<file path="config.mk">
export PLATFORM = sky130hd
export DESIGN_NAME = free_list_queue
export DESIGN_NICKNAME = d
export VERILOG_FILES = /design/src/rtl/free_list_queue.sv
export SDC_FILE = /design/constraint.sdc
export NUM_CORES = 2
export LEC_CHECK = 0
export ABC_AREA = 0
export CELL_PAD_IN_SITES_DETAIL_PLACEMENT = 0
export CELL_PAD_IN_SITES_GLOBAL_PLACEMENT = 1
export CORE_ASPECT_RATIO = 1.1
export CORE_MARGIN = 2
export CORE_UTILIZATION = 38
export DETAILED_ROUTE_END_ITERATION = 8
export PLACE_DENSITY = 0.7
export SYNTH_ARGS = -nofsm -noshare
export SYNTH_HDL_FRONTEND = slang
export SYNTH_SLANG_ARGS = --single-unit
</file>
<file path="constraint.sdc">
create_clock -name clock -period 13.2 [get_ports clock]
set_input_delay 1.32 -clock clock [delete_from_list [all_inputs] [get_ports clock]]
set_output_delay 1.32 -clock clock [all_outputs]
set_load 0.01 [all_outputs]
</file>
<file path="src/rtl/free_list_queue.sv">
// rtl/free_list_queue.sv - circular-queue physical register free list with head checkpoints
//
// Purpose:
//   Free list for the int or fp PRF used by rename. Free pregs live in a
//   circular queue. Rename lanes allocate from the head. Commit lanes release
//   to the tail. Only the head pointer is checkpointed, so branch recovery
//   restores every speculatively allocated preg in a single cycle.
//   Optional macro FREELIST_DUP_CHECK_EN adds an in-queue bitmap that flags
//   double frees and releases of preg 0 on err_double_free.
//
// Ports:
//   clock           rising-edge clock
//   reset           synchronous, active-high
//   alloc_req       per-lane allocation request
//   alloc_preg      per-lane granted preg (lane i at [i*IDX_W +: IDX_W]); 0 on idle lanes
//   alloc_ready     enough free pregs for every requesting lane (combinational)
//   free_valid      per-lane release strobe
//   free_preg       per-lane released preg
//   check           take a checkpoint of the post-allocation head into check_idx
//   check_idx       checkpoint slot written
//   recover         restore head from recover_idx; suppresses allocation
//   recover_idx     checkpoint slot read
//   free_count      registered number of queued pregs
//   err_double_free sticky duplicate-release flag (0 unless FREELIST_DUP_CHECK_EN)

module free_list_queue #(
  parameter int PRF_SIZE    = 64,
  parameter int ALLOC_WIDTH = 4,
  parameter int FREE_WIDTH  = 4,
  parameter int CP_NUM      = 4,
  localparam int IDX_W = $clog2(PRF_SIZE),
  localparam int PTR_W = IDX_W + 1,
  localparam int CP_W  = $clog2(CP_NUM)
) (
  input  logic                         clock,
  input  logic                         reset,
  input  logic [ALLOC_WIDTH-1:0]       alloc_req,
  output logic [ALLOC_WIDTH*IDX_W-1:0] alloc_preg,
  output logic                         alloc_ready,
  input  logic [FREE_WIDTH-1:0]        free_valid,
  input  logic [FREE_WIDTH*IDX_W-1:0]  free_preg,
  input  logic                         check,
  input  logic [CP_W-1:0]              check_idx,
  input  logic                         recover,
  input  logic [CP_W-1:0]              recover_idx,
  output logic [IDX_W:0]               free_count,
  output logic                         err_double_free
);

  logic [IDX_W-1:0] queue [PRF_SIZE];
  logic [PTR_W-1:0] head;
  logic [PTR_W-1:0] tail;
  logic [PTR_W-1:0] cp [CP_NUM];

  logic [PTR_W-1:0] count;
  logic [PTR_W-1:0] n_req;
  logic [PTR_W-1:0] n_free;
  logic [PTR_W-1:0] head_next;
  logic [PTR_W-1:0] tail_next;
  logic             fire;

  // Rank of each set lane among the set lanes below it; this compacts
  // sparse requests/releases onto consecutive queue slots.
  logic [IDX_W-1:0] alloc_rank [ALLOC_WIDTH];
  logic [IDX_W-1:0] free_rank  [FREE_WIDTH];
  logic [IDX_W-1:0] free_idx   [FREE_WIDTH];

  always_comb begin
    n_req = '0;
    for (int i = 0; i < ALLOC_WIDTH; i++) begin
      alloc_rank[i] = n_req[IDX_W-1:0];
      n_req         = n_req + PTR_W'(alloc_req[i]);
    end
  end

  always_comb begin
    n_free = '0;
    for (int j = 0; j < FREE_WIDTH; j++) begin
      free_rank[j] = n_free[IDX_W-1:0];
      free_idx[j]  = tail[IDX_W-1:0] + n_free[IDX_W-1:0];
      n_free       = n_free + PTR_W'(free_valid[j]);
    end
  end

  // Pointers carry an extra wrap bit, so tail-head gives the exact occupancy
  // even when the queue is completely full or empty.
  assign count       = tail - head;
  assign alloc_ready = !recover && (n_req <= count);
  assign fire        = alloc_ready && (n_req != '0);
  assign head_next   = recover ? cp[recover_idx] : (fire ? head + n_req : head);
  assign tail_next   = tail + n_free;

  always_comb begin
    logic [IDX_W-1:0] idx;
    alloc_preg = '0;
    for (int i = 0; i < ALLOC_WIDTH; i++) begin
      idx = head[IDX_W-1:0] + alloc_rank[i];
      alloc_preg[i*IDX_W +: IDX_W] = alloc_req[i] ? queue[idx] : '0;
    end
  end

  always_ff @(posedge clock) begin
    if (reset) begin
      // Entry PRF_SIZE-1 truncates to 0 and sits outside [head, tail),
      // so preg 0 is never handed out.
      for (int k = 0; k < PRF_SIZE; k++) begin
        queue[k] <= IDX_W'(k + 1);
      end
      for (int c = 0; c < CP_NUM; c++) begin
        cp[c] <= '0;
      end
      head       <= '0;
      tail       <= PTR_W'(PRF_SIZE - 1);
      free_count <= PTR_W'(PRF_SIZE - 1);
    end else begin
      for (int j = 0; j < FREE_WIDTH; j++) begin
        if (free_valid[j]) begin
          queue[free_idx[j]] <= free_preg[j*IDX_W +: IDX_W];
        end
      end
      head       <= head_next;
      tail       <= tail_next;
      free_count <= tail_next - head_next;
      // head_next already includes this cycle's allocation, so the
      // branch's own destination survives a later recovery.
      if (check && !recover) begin
        cp[check_idx] <= head_next;
      end
    end
  end

`ifdef FREELIST_DUP_CHECK_EN
  logic [PRF_SIZE-1:0] in_q;
  logic [PRF_SIZE-1:0] in_q_next;
  logic                dup_hit;
  logic                err_q;

  always_comb begin
    logic [PTR_W-1:0]    cp_head;
    logic [IDX_W-1:0]    offset;
    logic [IDX_W-1:0]    p;
    logic [PRF_SIZE-1:0] rel_seen;
    cp_head   = cp[recover_idx];
    offset    = '0;
    p         = '0;
    rel_seen  = '0;
    dup_hit   = 1'b0;
    in_q_next = in_q;
    if (recover) begin
      // Rebuild from the live window [cp_head, tail) of the queue.
      in_q_next = '0;
      for (int k = 0; k < PRF_SIZE; k++) begin
        offset = IDX_W'(k) - cp_head[IDX_W-1:0];
        if ({1'b0, offset} < (tail - cp_head)) begin
          in_q_next[queue[k]] = 1'b1;
        end
      end
    end else if (fire) begin
      for (int i = 0; i < ALLOC_WIDTH; i++) begin
        if (alloc_req[i]) begin
          in_q_next[alloc_preg[i*IDX_W +: IDX_W]] = 1'b0;
        end
      end
    end
    for (int j = 0; j < FREE_WIDTH; j++) begin
      if (free_valid[j]) begin
        p = free_preg[j*IDX_W +: IDX_W];
        if (p == '0 || in_q[p] || rel_seen[p]) begin
          dup_hit = 1'b1;
        end
        rel_seen[p]  = 1'b1;
        in_q_next[p] = 1'b1;
      end
    end
  end

  always_ff @(posedge clock) begin
    if (reset) begin
      in_q  <= {{(PRF_SIZE-1){1'b1}}, 1'b0};
      err_q <= 1'b0;
    end else begin
      in_q <= in_q_next;
      if (dup_hit) begin
        err_q <= 1'b1;
      end
    end
  end

  assign err_double_free = err_q;
`else
  assign err_double_free = 1'b0;
`endif

endmodule

</file>
==> impl_metrics.py <==
metrics = {
    "timing": {
        "finalCritPeriodShare_pct": 63.0,
        "max_freq_mhz": 120,
        "rsz0062_at_grt": "false",
        "hold_viol_final": 0,
        "period_needed_ns": 8.32,
        "tns_ns": 0,
        "setup_viol_count_final": 0,
        "hold_slack_ns": 0.687,
        "skew_ns": 0.0317,
        "tightest_slew_ns": 1.61,
        "slew_viol_final": 7,
        "slew-limit-headroom_pct": -7.61,
    },
    "global_routing": {
        "antenna_found_initial": 27,
        "grt_max_degree": 73,
        "overflow": 0,
        "grt_pass1_vias": 39700,
        "grt_pass1_wl_mm": 323,
        "grt_usage_pct": 40.6,
    },
    "clocking": {
        "clk_latency_ns": 0.71,
        "cts_tree": "built",
        "cts_root_buf": "clkbuf_16",
        "clk_pin_slew_ns": 0.07,
        "post_cts_buffers": 0,
        "clockBufferDepth": 3,
        "ctsHoldBuffers": 0,
        "ctsResizeCount": 0,
        "cts_made_buffers": 55,
        "cts_sinks": 433,
        "htreeDepth": 2,
    },
    "floorplanning": {
        "initial_utilization_pct": 38.3,
        "die_h_um": 354,
        "pin_count": 73,
        "die_x_um": 323,
        "die_area_um2": 114000,
        "core-area_um2": 111000,
        "fp-row-count": 128,
    },
    "synthesis": {
        "syn_nets": 4796,
        "synthFlopType": "edfxtp_1",
        "synth_top_family_by_area": "multiplexers",
        "synth_area_um2": 42400,
        "yosysSeqAreaShare_pct": 30.2,
        "synth_edf_count": 412,
        "synth_xor_area_share_pct": 1.20,
        "synth_cells": 4707,
        "ys_ff_latch": 433,
        "synthAdderAreaFrac_pct": 1.71,
        "async_flop_share_pct": 0,
        "synth.distinct_cells": 76,
        "synthSimpleGateAreaFrac_pct": 19.3,
        "synth_compound_area_share_pct": 16.2,
        "yosysWarnings": 0,
        "synth_mux_area_share_pct": 26.7,
        "synth.avg_cell_area_um2": 9.01,
    },
    "placement": {
        "port_buffers": 71,
        "hpwlAfterDp_mm": 162,
        "place_congestion": 1.16,
    },
    "route": {
        "wl_mm": 236,
        "first_pass_iters": 6,
        "wl_per_cell_um": 39.0,
        "drc": 0,
        "viasPerCell": 7.21,
        "final_antenna_net_count": 0,
        "num_vias": 43600,
        "dr.first_iter.drc_count": 8159,
    },
    "critical_path": {
        "cp.required_ns": 11.88,
        "worst-path-max-fanout": 72,
        "worstSetupStartpointType": "primary input",
        "worst_setup_path_end_kind": "output pin",
        "criticalPathCategory": "in2out",
        "cp.arrival_ns": 7.00,
    },
    "power_and_ir_drop": {
        "ir_drop_mv": 0.116,
        "p_leak_nw": 13.8,
        "power.total_mw": 7.02,
        "powerDensity_nw_per_um2": 152,
    },
    "layout": {
        "drive_above_1_share_pct": 17.1,
        "multi_input_area_um2": 27900,
        "fin_nets": 4592,
        "syn_to_final_growth_pct": 9.10,
        "fill_cells": 10800,
        "layout.area.seq_um2": 12800,
    },
    "outcome": {
        "violations": "capacitance limit, slew limit",
        "status": "finished, violations left",
    },
    "min_path": {
        "hold_class": "reg2reg",
    },
    "run": {
        "drv_cap": 1,
    },
}
## flip-flops by register name, summed over array words and instances, names as in the netlist
signal / count
cp: 28
free_count: 7
head: 7
queue: 384
tail: 7
## path summary, 6_finish.rpt
kind	start	end	slack (ns)	depth (start not counted)
worst max register to register	head[3]	free_count[6]	7.27	21
worst max-delay path	alloc_req[0]	alloc_preg[19]	4.88	12
worst min-delay path	tail[6]	tail[6]	0.69	2
worst min register to register	tail[6]	tail[6]	0.69	2
## logic make-up after synthesis
family,after synthesis
simple gates,1925
compound gates,1183
mux,547
buf+inv,512
flops,433
xor+xnor,55
fa+ha+maj,51
other cells,1
## worst max-delay path, stage by stage
cell	delay, ns
clkdlybuf4s50_1	0.64
fa_1	0.70
ha_4	0.15
inv_1	0.05
fa_4	1.08
buf_4	0.90
mux4_2	0.42
mux4_2	0.61
mux2i_1	0.19
nand2_1	0.07
and3_1	0.27
clkdlybuf4s50_1	0.50
## layout by cell type (no fill, tap or decap), types with 14 or more instances in the layout
cell type / n
ha_1: 33
and3_1: 36
o21ai_0: 441
a211oi_1: 23
buf_4: 147
dfxtp_1: 18
o311ai_0: 40
nand3_1: 234
mux2i_1: 79
o221ai_1: 14
o22ai_1: 25
edfxtp_1: 412
clkbuf_16: 55
xor2_1: 15
inv_1: 37
nor2_1: 581
mux4_2: 467
nand2_1: 797
a21oi_1: 402
xnor2_1: 27
clkdlybuf4s50_1: 46
buf_2: 15
nor3_1: 122
a311oi_1: 26
nor3_2: 17
nor4_1: 56
o211ai_1: 173
## per-stage QoR
stage / setup slack, ns / area, um^2 / util [%] / cells
after detailed placement: 4.97 / 44300 / 40.1 / 5941
after global routing: 4.69 / 46200 / 41.8 / 6040
after floorplan: 7.27 / 42400 / - / 4707
after global placement: 5.03 / 44300 / 40.1 / 5941
after CTS: 4.98 / 46200 / 41.8 / 6040
final: 4.88 / 46300 / 41.8 / 6053
## synth_stat cells (all sizes together) (14+ instances only)
library cell | n | share of area [%]
nor3 | 141 | 1.7
xor2 | 17 | 0.37
xnor2 | 37 | 0.78
mux2i | 79 | 1.9
edfxtp | 412 | 29
o22ai | 25 | 0.37
a211oi | 24 | 0.45
o221ai | 14 | 0.29
dfxtp | 21 | 0.99
clkbuf | 373 | 3.3
nand3 | 235 | 2.8
mux4 | 467 | 25
nand2 | 797 | 7.1
inv | 40 | 0.35
o211ai | 173 | 3.1
buf | 96 | 1.1
o311ai | 40 | 0.83
a311oi | 26 | 0.54
a21oi | 402 | 4.7
nor4 | 58 | 0.88
ha | 37 | 1.1
and3 | 36 | 0.53
nor2 | 586 | 5.2
o21ai | 449 | 5.3
## power breakdown
part	switching (mW)	internal, mW
Sequential	0.205	1.66
Combinational	2.27	1.23
Clock	0.687	0.961
Total	3.17	3.85
## routing by layer
| metal | GRT usage, % | routed length (um) | vias up |
|---|---|---|---|
| li1 | - | - | 17500 |
| met1 | 50.4 | 80700 | 20800 |
| met2 | 55.7 | 94100 | 4252 |
| met3 | 17.3 | 38700 | 1105 |
| met4 | 30.2 | 22400 | 26 |
| met5 | 0 | 209 | - |
## cell type report
cell class | count | area share (%)
multi-input combinational | 3762 | 60.2
sequential | 433 | 27.7
tap | 1495 | 4.04
timing repair buffer | 208 | 3.54
clock buffer | 61 | 3.02
clock inverter | 38 | 1.08
inverter | 43 | 0.349
antenna | 13 | 0.0703
(Power assumes the default switching activity.)
